<file path="src/rtl/musicbox_pkg.sv">
// Shared definitions for the music box system: controller state codes and the
// playback sub-state encoding.
package musicbox_pkg;

  // System state codes driven by MusicBoxStateController.
  localparam logic [4:0] STATE_DO_NOTHING     = 5'd0;
  localparam logic [4:0] STATE_PLAY_RECORDING = 5'd1;
  localparam logic [4:0] STATE_RECORD         = 5'd2;
  localparam logic [4:0] STATE_PLAY_SONG      = 5'd3;

  // Playback sub-states; the encoding is visible in debugString[26:24].
  typedef enum logic [2:0] {
    PS_IDLE   = 3'd0,
    PS_PRIME  = 3'd1,
    PS_WAIT   = 3'd2,
    PS_PLAY   = 3'd3,
    PS_PAUSED = 3'd4,
    PS_DONE   = 3'd5
  } play_state_t;

endpackage

</file>
<file path="src/rtl/musicbox_state_playback.sv">
// Recording playback state: streams recording_length samples from the recording
// RAM, one per sample_tick, with pause, abort and loop support. Raises
// stateComplete so the controller can return the system to DoNothing.
module musicbox_state_playback
  import musicbox_pkg::*;
#(
  parameter logic [4:0]  STATE_ID = STATE_PLAY_RECORDING,
  parameter int unsigned ADDR_W   = 14,
  parameter int unsigned SAMPLE_W = 8
) (
  input  logic                clock_50Mhz,
  input  logic                reset_n,
  input  logic [4:0]          currentState,
  input  logic                sample_tick,
  input  logic [ADDR_W:0]     recording_length,
  input  logic                loop_en,
  input  logic                pause_toggle,
  input  logic                abort,
  output logic [ADDR_W-1:0]   mem_addr,
  output logic                mem_rd_en,
  input  logic [SAMPLE_W-1:0] mem_rdata,
  output logic [SAMPLE_W-1:0] audio_out,
  output logic                audio_valid,
  output logic                stateComplete,
  output logic [31:0]         debugString
);

  play_state_t         state_q, state_d;
  logic [ADDR_W:0]     len_q, len_d;
  logic [ADDR_W:0]     count_q, count_d;
  logic [ADDR_W:0]     count_inc;
  logic [SAMPLE_W-1:0] sample_q, sample_d;
  logic                pend_q, pend_d;
  logic [ADDR_W-1:0]   addr_d;
  logic                rd_en_d;
  logic [SAMPLE_W-1:0] audio_d;
  logic                valid_d;
  logic                complete_d;
  logic [31:0]         debug_d;
  logic                last;

  assign count_inc = count_q + 1'b1;
  assign last      = (count_inc == len_q);

  // Next-state and next-output computation; every output is registered below.
  always_comb begin
    state_d  = state_q;
    len_d    = len_q;
    count_d  = count_q;
    sample_d = sample_q;
    pend_d   = pend_q;
    addr_d   = mem_addr;
    rd_en_d  = 1'b0;
    audio_d  = audio_out;
    valid_d  = 1'b0;

    if (currentState != STATE_ID) begin
      // Leaving the state wins over everything but reset.
      state_d = PS_IDLE;
      len_d   = '0;
      count_d = '0;
      addr_d  = '0;
      audio_d = '0;
      pend_d  = 1'b0;
    end else begin
      case (state_q)
        PS_IDLE: begin
          // Fresh entry always restarts at address 0.
          len_d   = recording_length;
          count_d = '0;
          addr_d  = '0;
          audio_d = '0;
          pend_d  = 1'b0;
          if (recording_length == '0) begin
            state_d = PS_DONE;
          end else begin
            rd_en_d = 1'b1;
            state_d = PS_PRIME;
          end
        end
        PS_PRIME: begin
          if (abort) begin
            state_d = PS_DONE;
          end else begin
            state_d = PS_WAIT;
            if (pause_toggle) pend_d = ~pend_q;
          end
        end
        PS_WAIT: begin
          if (abort) begin
            state_d = PS_DONE;
          end else begin
            sample_d = mem_rdata;
            // A toggle recorded during the refill takes effect on arrival.
            state_d  = (pend_q ^ pause_toggle) ? PS_PAUSED : PS_PLAY;
            pend_d   = 1'b0;
          end
        end
        PS_PLAY: begin
          if (abort) begin
            state_d = PS_DONE;
          end else if (sample_tick) begin
            audio_d = sample_q;
            valid_d = 1'b1;
            count_d = count_inc;
            if (last) begin
              // A toggle coinciding with the last sample is dropped.
              pend_d = 1'b0;
              if (loop_en) begin
                count_d = '0;
                addr_d  = '0;
                rd_en_d = 1'b1;
                state_d = PS_PRIME;
              end else begin
                state_d = PS_DONE;
              end
            end else begin
              addr_d  = mem_addr + 1'b1;
              rd_en_d = 1'b1;
              pend_d  = pause_toggle;
              state_d = PS_PRIME;
            end
          end else if (pause_toggle) begin
            state_d = PS_PAUSED;
          end
        end
        PS_PAUSED: begin
          if (abort) begin
            state_d = PS_DONE;
          end else if (pause_toggle) begin
            state_d = PS_PLAY;
          end
        end
        PS_DONE: begin
          audio_d = '0;
        end
        default: begin
          state_d = PS_IDLE;
        end
      endcase
    end

    complete_d = (state_d == PS_DONE);
    debug_d    = {5'b0, state_d, 8'h00, 16'(count_d)};
  end

  // State and output registers with synchronous active-low reset.
  always_ff @(posedge clock_50Mhz) begin
    if (!reset_n) begin
      state_q       <= PS_IDLE;
      len_q         <= '0;
      count_q       <= '0;
      sample_q      <= '0;
      pend_q        <= 1'b0;
      mem_addr      <= '0;
      mem_rd_en     <= 1'b0;
      audio_out     <= '0;
      audio_valid   <= 1'b0;
      stateComplete <= 1'b0;
      debugString   <= '0;
    end else begin
      state_q       <= state_d;
      len_q         <= len_d;
      count_q       <= count_d;
      sample_q      <= sample_d;
      pend_q        <= pend_d;
      mem_addr      <= addr_d;
      mem_rd_en     <= rd_en_d;
      audio_out     <= audio_d;
      audio_valid   <= valid_d;
      stateComplete <= complete_d;
      debugString   <= debug_d;
    end
  end

endmodule

</file>
<file path="config.mk">
export PLATFORM = sky130hd
export DESIGN_NAME = musicbox_state_playback
export DESIGN_NICKNAME = d
export VERILOG_FILES = /design/src/rtl/musicbox_pkg.sv /design/src/rtl/musicbox_state_playback.sv
export SDC_FILE = /design/constraint.sdc
export NUM_CORES = 1
export LEC_CHECK = 0
export CAP_MARGIN = 20
export CORE_ASPECT_RATIO = 1.1
export CORE_MARGIN = 1.5
export CORE_UTILIZATION = 40
export DETAILED_ROUTE_END_ITERATION = 10
export PLACE_DENSITY = 0.66
export SLEW_MARGIN = 20
export SYNTH_ARGS = -nofsm -noshare
export SYNTH_HDL_FRONTEND = slang
export SYNTH_SLANG_ARGS = --single-unit
export TNS_END_PERCENT = 20
</file>
<file path="constraint.sdc">
create_clock -name clock_50Mhz -period 3.7 [get_ports clock_50Mhz]
set_input_delay 1.11 -clock clock_50Mhz [delete_from_list [all_inputs] [get_ports clock_50Mhz]]
set_output_delay 1.11 -clock clock_50Mhz [all_outputs]
set_load 0.02 [all_outputs]
</file>
==> out/qor.yml, run 1 <==
layout:
  fillers: 843
  regArea_mm2: 0.00134
  multiInputGateArea_mm2: 0.00216
  final_nets: 564
  design_area_mm2: 0.00472
  fin_cells: 647
  num_antenna_cells: 0
  drive_above_1_share: 0.0769
  area.growth.synth_to_final_pct: 28.0
die:
  fp.dieH_um: 104
  placementRows: 36
  start_util: 0.413
  core_region_area_mm2: 0.00892
  die_w_um: 94.5
  io-pin-count: 91
  dieArea_mm2: 0.00980
logic_synthesis:
  synth_top_area_cell: "dfxtp_1"
  ys_seq_area_frac: 0.364
  netlist.area_leader.share: 0.364
  synth-adder-area-share: 0.00679
  synth_compound_area_frac: 0.186
  synth_warnings: 0
  avgSynthCellArea_um2: 8.10
  synth_cell_type_count: 56
  ys_ff_latch: 67
  synth_async_sr_flop_share: 0
  synth_commonest_cells: "dfxtp_1 (67), nand2_1 (65), nor2_1 (42)"
  synthMuxAreaShare: 0.0271
  synth_edf_count: 0
  synthCells: 455
  ys_top_cells_by_area: "dfxtp_1 (36%), nand2_1 (6.6%), nor2_1 (4.3%), a21oi_1 (4.2%), nand3_1 (3.4%)"
  synthXorXnorAreaFrac: 0.0614
  synth_top_family_by_area: "simple AND/OR/NAND/NOR gates"
  synthSimpleGateAreaFrac: 0.288
  synth_ff_type: "dfxtp_1"
  syn-cell-area_mm2: 0.00369
  yosysMostFrequentCell: "dfxtp_1"
clock_network:
  path_clk_slew_ns: 0.08
  clk_path_buf_depth: 2
  root_buffer: "clkbuf_8"
  clk_latency_ns: 0.35
  tritoncts: "yes"
  cts.sinks: 67
  postCtsHoldBufs: 0
  cts_max_level: 3
  cts_buffers: 9
  cts.repair.resized: 0
  cts_setup_buffers: 0
global_routing:
  antenna_found_initial: 0
  grtUsageTotal: 0.197
  grt_pass1_wl_um: 15500
  grt_pass1_vias: 3201
  grt_overflow: 0
  grt_max_degree: 23
status:
  status: "finished, final reports clean"
placement:
  hpwl_um: 6940
  postPlaceCellArea_mm2: 0.00451
  port_buffers: 76
  place_inst: 631
  place_congestion: 0.862
  pre_cts_ws_ns: 0.431
timing:
  slew_violations: 0
  setup_viol: 0
  min_period_ns: 3.09
  rsz0062_at_grt: "false"
  fmax_mhz: 324
  tightest_slew_ns: 0.769
  final.setup.worst_slack_ns: 0.611
  hold_viol_final: 0
  timing.final.crit_share: 0.835
  finalSetupTns_ns: 0
  relSlewSlack: 0.483
  skew_ns: 0.00722
critical_path:
  cp-end-kind: "flop"
  critPathArrivalTime_ns: 3.33
  crit_required_ns: 3.94
  cp-start-kind: "flop"
  path_class: "flop to flop"
  crit_fanout: 12
detailed_routing:
  drc_errors: 0
  drt_iter0_markers: 208
  via_count: 3510
  wire_per_inst_um: 14.6
  vias_per_cell: 5.43
  dr.pass1.iters: 4
  drtAntennaViolNets: 0
  wl_um: 9450
pwr:
  power_density_mw_per_mm2: 307
  power.leakage_uw: 0.00172
  ir_worst_vdd_mv: 0.188
  total_power_uw: 1450
worst_hold_path:
  hold_path.class: "flop to flop"
run:
  timing.max_cap.violations: 0
## sequential cells by signal, summed over array words and instances, names as in the netlist
signal / count
len_q: 15
mem_rd_en: 1
audio_out: 8
pend_q: 1
sample_q: 8
audio_valid: 1
mem_addr: 14
debugString: 18
stateComplete: 1
## area by class of cell
class | count | area share
repair buffers | 87 | 0.179
inverters | 7 | 0.00557
clock inverters | 6 | 0.0151
clock buffers | 10 | 0.0292
multi-input cells | 356 | 0.457
flip-flops and latches | 67 | 0.284
well taps | 114 | 0.0302
## cells in the final DEF, fill, tap and decap left out, drive strengths merged, types with 3 or more instances in the layout
cell            n
buf            11
nand3          25
conb           14
nor2           42
nor2b           3
a21o            3
and3            5
nor3           20
nand4          11
xor2           10
or3             4
o21ai          11
a22o            8
nor4           11
inv             8
o41ai           3
dfxtp          67
clkdlybuf4s50  76
nand2b          6
clkbuf         10
xnor2          15
nor3b           3
and2            3
o211ai          9
nand4b          3
mux2i          10
nand2          65
or2             3
a21oi          31
a211o          12
nand3b          3
## worst paths after layout
check / start / cells past startpoint / end / slack [ns]
max: debugString[0] / 9 / mem_addr[11] / 0.61
min: len_q[0] / 2 / len_q[0] / 0.47
max reg2reg: debugString[0] / 9 / mem_addr[11] / 0.61
min reg2reg: len_q[0] / 2 / len_q[0] / 0.47
## metrics by stage
stage	hold slack [ns]	util
finish	0.472	0.529
global route	0.487	0.529
CTS	0.472	0.529
detailed placement	0.458	0.506
global placement	0.452	0.506
floorplan	0.448	-
## kinds of logic (layout without fill, tap and decap cells)
kind of cell             after synthesis  after routing
AND/OR/NAND/NOR                      211            211
AO/OA/AOI/OAI                         94             94
flip-flops                            67             67
buffers and inverters                 45            110
XOR/XNOR                              25             25
multiplexers                          10             10
adder cells (fa/ha/maj)                2              2
other                                  1             14
## worst max-delay path, stage by stage, from the launching register on
cell     delay, ns
dfxtp_1       0.49
ha_1          0.34
nand4_2       0.23
or4_4         0.61
xnor2_2       0.16
nand3_1       0.23
o41ai_4       0.34
buf_4         0.24
nor2_1        0.07
a211o_1       0.27
## power by group
part           total (uW)  switching [uW]  internal (uW)
combinational        75.9            37.6           38.3
sequential            723            1.40            721
clock                 648             313            335
## per-layer routing
layer | GRT usage | part of all wire | up-vias
met4 | 0.0608 | 0.015 | 0
met5 | 0 | 0 | -
li1 | - | - | 1760
met1 | 0.268 | 0.46 | 1662
met3 | 0.0455 | 0.046 | 13
met2 | 0.307 | 0.48 | 75
Power figures use the tool's default switching activity.
==> inputs of run 2 (changes only) <==
clock period = 3.05 ns   (was 3.7 ns; I/O delays follow)
==> run 2 against run 1 <==
Against the previous run:
- first-iteration DRC count is 13% lower
- sequential share of layout area is 1.2 points lower
- clock-buffer cell count stayed put
==> out/qor.yml, run 2 (same netlist as run 1, synthesis figures left out) <==
detailed_routing:
  drc_errors: 0
  drt_iter0_markers: 182
  dr.pass1.iters: 5
  via_count: 3621
  wl_um: 9810
  wire_per_inst_um: 14.6
  vias_per_cell: 5.39
  drtAntennaViolNets: 0
layout:
  largest_reg_flops: 18
  fin_cells: 672
  layout_common_cells: "clkdlybuf4s50_1 (76), dfxtp_1 (67), nand2_1 (65)"
  final_nets: 589
  final_common_cell: "clkdlybuf4s50_1"
  fillers: 834
  num_antenna_cells: 0
  reg.largest.list: "debugString x18, len_q x15, mem_addr x14"
  drive_above_1_share: 0.116
  regMostFlops: "debugString"
  area.growth.synth_to_final_pct: 33.8
timing:
  rsz0062_at_grt: "false"
  fmax_mhz: 357
  hold_viol_final: 0
  tightest_slew_ns: 0.925
  finalSetupTns_ns: 0
  final.setup.worst_slack_ns: 0.249
  setup_viol: 0
  min_period_ns: 2.80
  timing.final.crit_share: 0.918
  relSlewSlack: 0.378
  slew_violations: 0
  skew_ns: 0.00765
clock_network:
  cts.sinks: 67
  root_buffer: "clkbuf_8"
  postCtsHoldBufs: 0
  clk_path_buf_depth: 2
  cts_buffers: 9
  tritoncts: "yes"
  path_clk_slew_ns: 0.08
  cts_max_level: 3
  clk_latency_ns: 0.35
critical_path:
  critPathArrivalTime_ns: 3.04
  path_class: "flop to flop"
  crit_fanout: 12
  crit_required_ns: 3.29
  cp-end-kind: "flop"
  cp-start-kind: "flop"
global_routing:
  antenna_found_initial: 0
  grt_pass1_vias: 3366
  grt_overflow: 0
  grtUsageTotal: 0.208
  grt_max_degree: 20
  grt_pass1_wl_um: 16300
run:
  timing.max_cap.violations: 0
die:
  placementRows: 36
  core_region_area_mm2: 0.00892
  die_w_um: 94.5
  fp.dieH_um: 104
  dieArea_mm2: 0.00980
  io-pin-count: 91
  start_util: 0.413
placement:
  port_buffers: 76
  pre_cts_ws_ns: 0.00387
  hpwl_um: 7470
  place_congestion: 0.904
  place_inst: 655
status:
  status: "finished, final reports clean"
pwr:
  power.leakage_uw: 0.00186
  total_power_uw: 1800
  power_density_mw_per_mm2: 366
  ir_worst_vdd_mv: 0.219
worst_hold_path:
  hold_path.class: "flop to flop"
run 2: metrics by stage:
stage	hold slack (ns)	cell area, um^2	utilization
after floorplan	0.448	3740	-
after global placement	0.452	4690	0.526
after detailed placement	0.458	4690	0.526
after CTS	0.475	4910	0.551
after global routing	0.485	4930	0.553
final	0.472	4930	0.553
run 2: worst paths after layout:
| path | start | to | slack (ns) | depth (start not counted) |
|---|---|---|---|---|
| setup reg to reg | debugString[2] | mem_addr[10] | 0.25 | 8 |
| setup / recovery | debugString[2] | mem_addr[10] | 0.25 | 8 |
| hold / removal | len_q[1] | len_q[1] | 0.47 | 2 |
| hold reg to reg | len_q[1] | len_q[1] | 0.47 | 2 |
run 2: layer usage:
metal,vias up,routed length [um],GRT usage
li1,1803,-,-
met2,99,4780,0.330
met3,16,468,0.0345
met1,1703,4420,0.282
met4,0,149,0.0704
met5,-,0,0
run 2: final cells by class:
class	count	area, um^2	area share
clock buffer	10	128	0.0259
clock inverter	6	90.1	0.0183
inverter	7	26.3	0.00532
multi-input combinational	356	2160	0.438
sequential	67	1340	0.272
tap	114	143	0.0289
timing repair buffer	112	1040	0.211
run 2: timing repair:
action / in CTS / in global routing
endpoints found under the hold margin: 0 / 0
resized for setup: 1 / 0
setup buffers: 0 / 1
pin swaps: 0 / 1
endpoints found under the setup margin: 12 / 14
run 2: report_power, final:
| part | switching (uW) | internal (uW) |
|---|---|---|
| registers | 1.70 | 875 |
| clock network | 367 | 462 |
| logic | 46.9 | 51.4 |
| total | 415 | 1390 |
run 2: worst max-delay path: stages (launching register included):
cell and delay (ns):
dfxtp_1 0.54, nand4_2 0.18, nor3_1 0.39, o211ai_1 0.20, or4_4 0.56, o41ai_4 0.22, buf_4 0.24, nor3b_1 0.07
a211o_1 0.27
==> inputs of run 3 (changes only) <==
GPL_TIMING_DRIVEN = 0   (was default)
==> run 3 against run 2 <==
Against the previous run:
- fmax is 1.9% lower
- critical path depth stayed put
- clock-buffer cell count did not move
- setup slack worse by 0.055 ns
- non-clock buffer count grew 3
- critical path type is now input port to flop
- critical endpoint unchanged
- highest routed layer unchanged
==> out/qor.yml, run 3 (same netlist as run 1, synthesis figures left out) <==
status:
  status: "finished, final reports clean"
timing:
  fmax_mhz: 350
  slew_violations: 0
  timing.final.crit_share: 0.936
  tightest_slew_ns: 0.769
  min_period_ns: 2.86
  skew_ns: 0.00677
  setup_viol: 0
  hold_viol_final: 0
  rsz0062_at_grt: "false"
  relSlewSlack: 0.483
global_routing:
  grt_pass1_vias: 3431
  grt_overflow: 0
  grt_max_degree: 13
  grtUsageTotal: 0.212
  antenna_found_initial: 0
  grt_pass1_wl_um: 16400
placement:
  place_inst: 657
  place_congestion: 0.863
  port_buffers: 75
  postPlaceCellArea_mm2: 0.00464
  hpwl_um: 7370
die:
  die_w_um: 94.5
  core_region_area_mm2: 0.00892
  fp.dieH_um: 104
  io-pin-count: 91
  start_util: 0.413
  dieArea_mm2: 0.00980
  placementRows: 36
detailed_routing:
  drc_errors: 0
  drtAntennaViolNets: 0
  wire_per_inst_um: 14.5
  wl_um: 9800
  dr.pass1.iters: 5
  vias_per_cell: 5.33
  drt_iter0_markers: 128
  via_count: 3600
clock_network:
  root_buffer: "clkbuf_8"
  cts.sinks: 67
  clk_path_buf_depth: 2
  cts_max_level: 3
  clk_latency_ns: 0.36
  path_clk_slew_ns: 0.07
  tritoncts: "yes"
  postCtsHoldBufs: 0
  cts_buffers: 9
pwr:
  clkPwrFrac: 0.435
  power_frac_comb: 0.061
  power_density_mw_per_mm2: 353
  p_switching_uw: 410
  ir_worst_vdd_mv: 0.223
  p_seq_frac: 0.503
  sw_frac_of_total: 0.236
  internal-power_uw: 1330
  power.leakage_uw: 0.00184
critical_path:
  reg2reg_to: "mem_addr[8]"
  critPathMaxStageDelay_ns: 0.56
  crit_fanout: 10
  cp-start-kind: "input port"
  cp-end-kind: "flop"
  ff2ff_setup_slack_ns: 0.20
  crit_slowest_cell: "clkdlybuf4s50_1"
  path_cells: "clkdlybuf4s50_1 > nand2_1 > a21oi_1 > o21bai_1 > nor2_2 > a211oi_4 > buf_4 > a211o_1"
  reg2reg_depth: 9
  crit_required_ns: 3.30
  critPathArrivalTime_ns: 3.11
  rr_startpoint: "debugString[2]"
  path_class: "input port to flop"
worst_hold_path:
  hold_depth: 1
  holdPathEnd: "audio_out[0]"
  hold_start: "audio_out[0]"
  hold_path.class: "flop to flop"
layout:
  fillers: 840
  final_nets: 592
  largest_reg_flops: 18
  fin_cells: 675
  final_common_cell: "clkdlybuf4s50_1"
  reg.largest.list: "debugString x18, len_q x15, mem_addr x14"
  regMostFlops: "debugString"
  num_antenna_cells: 0
  layout_common_cells: "clkdlybuf4s50_1 (75), nand2_1 (65), dfxtp_1 (65)"
  area.growth.synth_to_final_pct: 33.8
  drive_above_1_share: 0.118
  design_area_mm2: 0.00493
run:
  timing.max_cap.violations: 0
[run 3: cell count changes in the layout (fill, tap and decap cells not counted), moves of 2 or more]
cell      delta
buf_2        +6
buf_4       -16
clkbuf_1    +12
dfxtp_1      -2
dfxtp_2      +2
nor2_1       -2
nor2_2       +2
nor3_1       -2
nor3_2       +2
nor4_4       +2
[run 3: power by group through the flow]
stage          combinational, uW  sequential [uW]  clock (uW)
2_1_floorplan               50.9              897           0
3_3_place_gp                 104              897           0
3_5_place_dp                 105              897           0
4_1_cts                      106              877         779
5_1_grt                      116              877         825
6_report                     107              877         759
[run 3: worst max path at each step]
stage	from	end	slack [ns]	cells past startpoint
after floorplan	debugString[0]	mem_addr[5]	0.14	9
after global placement	sample_tick	mem_addr[4]	-0.52	8
after detailed placement	sample_tick	mem_addr[5]	-0.50	8
after CTS	debugString[1]	mem_addr[9]	0.05	9
after global routing	debugString[3]	mem_addr[9]	0.02	8
final	sample_tick	mem_addr[10]	0.19	8
[run 3: timing repair]
item / 4_1_cts / 5_1_grt
endpoints found under the setup margin: 20 / 36
gates resized for setup: 8 / 7
pin swaps: 3 / 1
buffers inserted: 3 / 0
[run 3: cell type report]
class	instances	area [um^2]	share of cell area
Buffer	37	215	0.0436
Clock buffer	10	138	0.0279
Clock inverter	6	65.1	0.0132
Inverter	7	26.3	0.00533
Multi-Input combinational cell	356	2230	0.452
Sequential cell	67	1340	0.272
Tap cell	114	143	0.0289
Timing Repair Buffer	78	773	0.157
[run 3: critical path, delay by kind of cell]
kind / cells / cell delay (ns)
buffers and inverters: 2 / 0.77
and+or+nand+nor: 2 / 0.62
AOI/OAI and AO/OA: 4 / 0.80
[run 3: metal layers]
metal | up-vias | GRT usage | share of wire
li1 | 1807 | - | -
met1 | 1673 | 0.257 | 0.45
met2 | 96 | 0.353 | 0.48
met3 | 24 | 0.0536 | 0.052
met4 | 0 | 0.0832 | 0.025
met5 | - | 0 | 0
[run 3: per-stage QoR]
| step | utilization | worst slack, ns | hold slack, ns | setup TNS (ns) | total power (uW) |
|---|---|---|---|---|---|
| floorplan | - | 0.141 | 0.448 | 0 | 948 |
| global placement | 0.519 | -0.516 | 0.455 | -11.06 | 1000 |
| detailed placement | 0.520 | -0.504 | 0.458 | -11.01 | 1000 |
| CTS | 0.550 | 0.0452 | 0.478 | 0 | 1760 |
| global route | 0.553 | 0.0161 | 0.489 | 0 | 1820 |
| finish | 0.553 | 0.194 | 0.474 | 0 | 1740 |
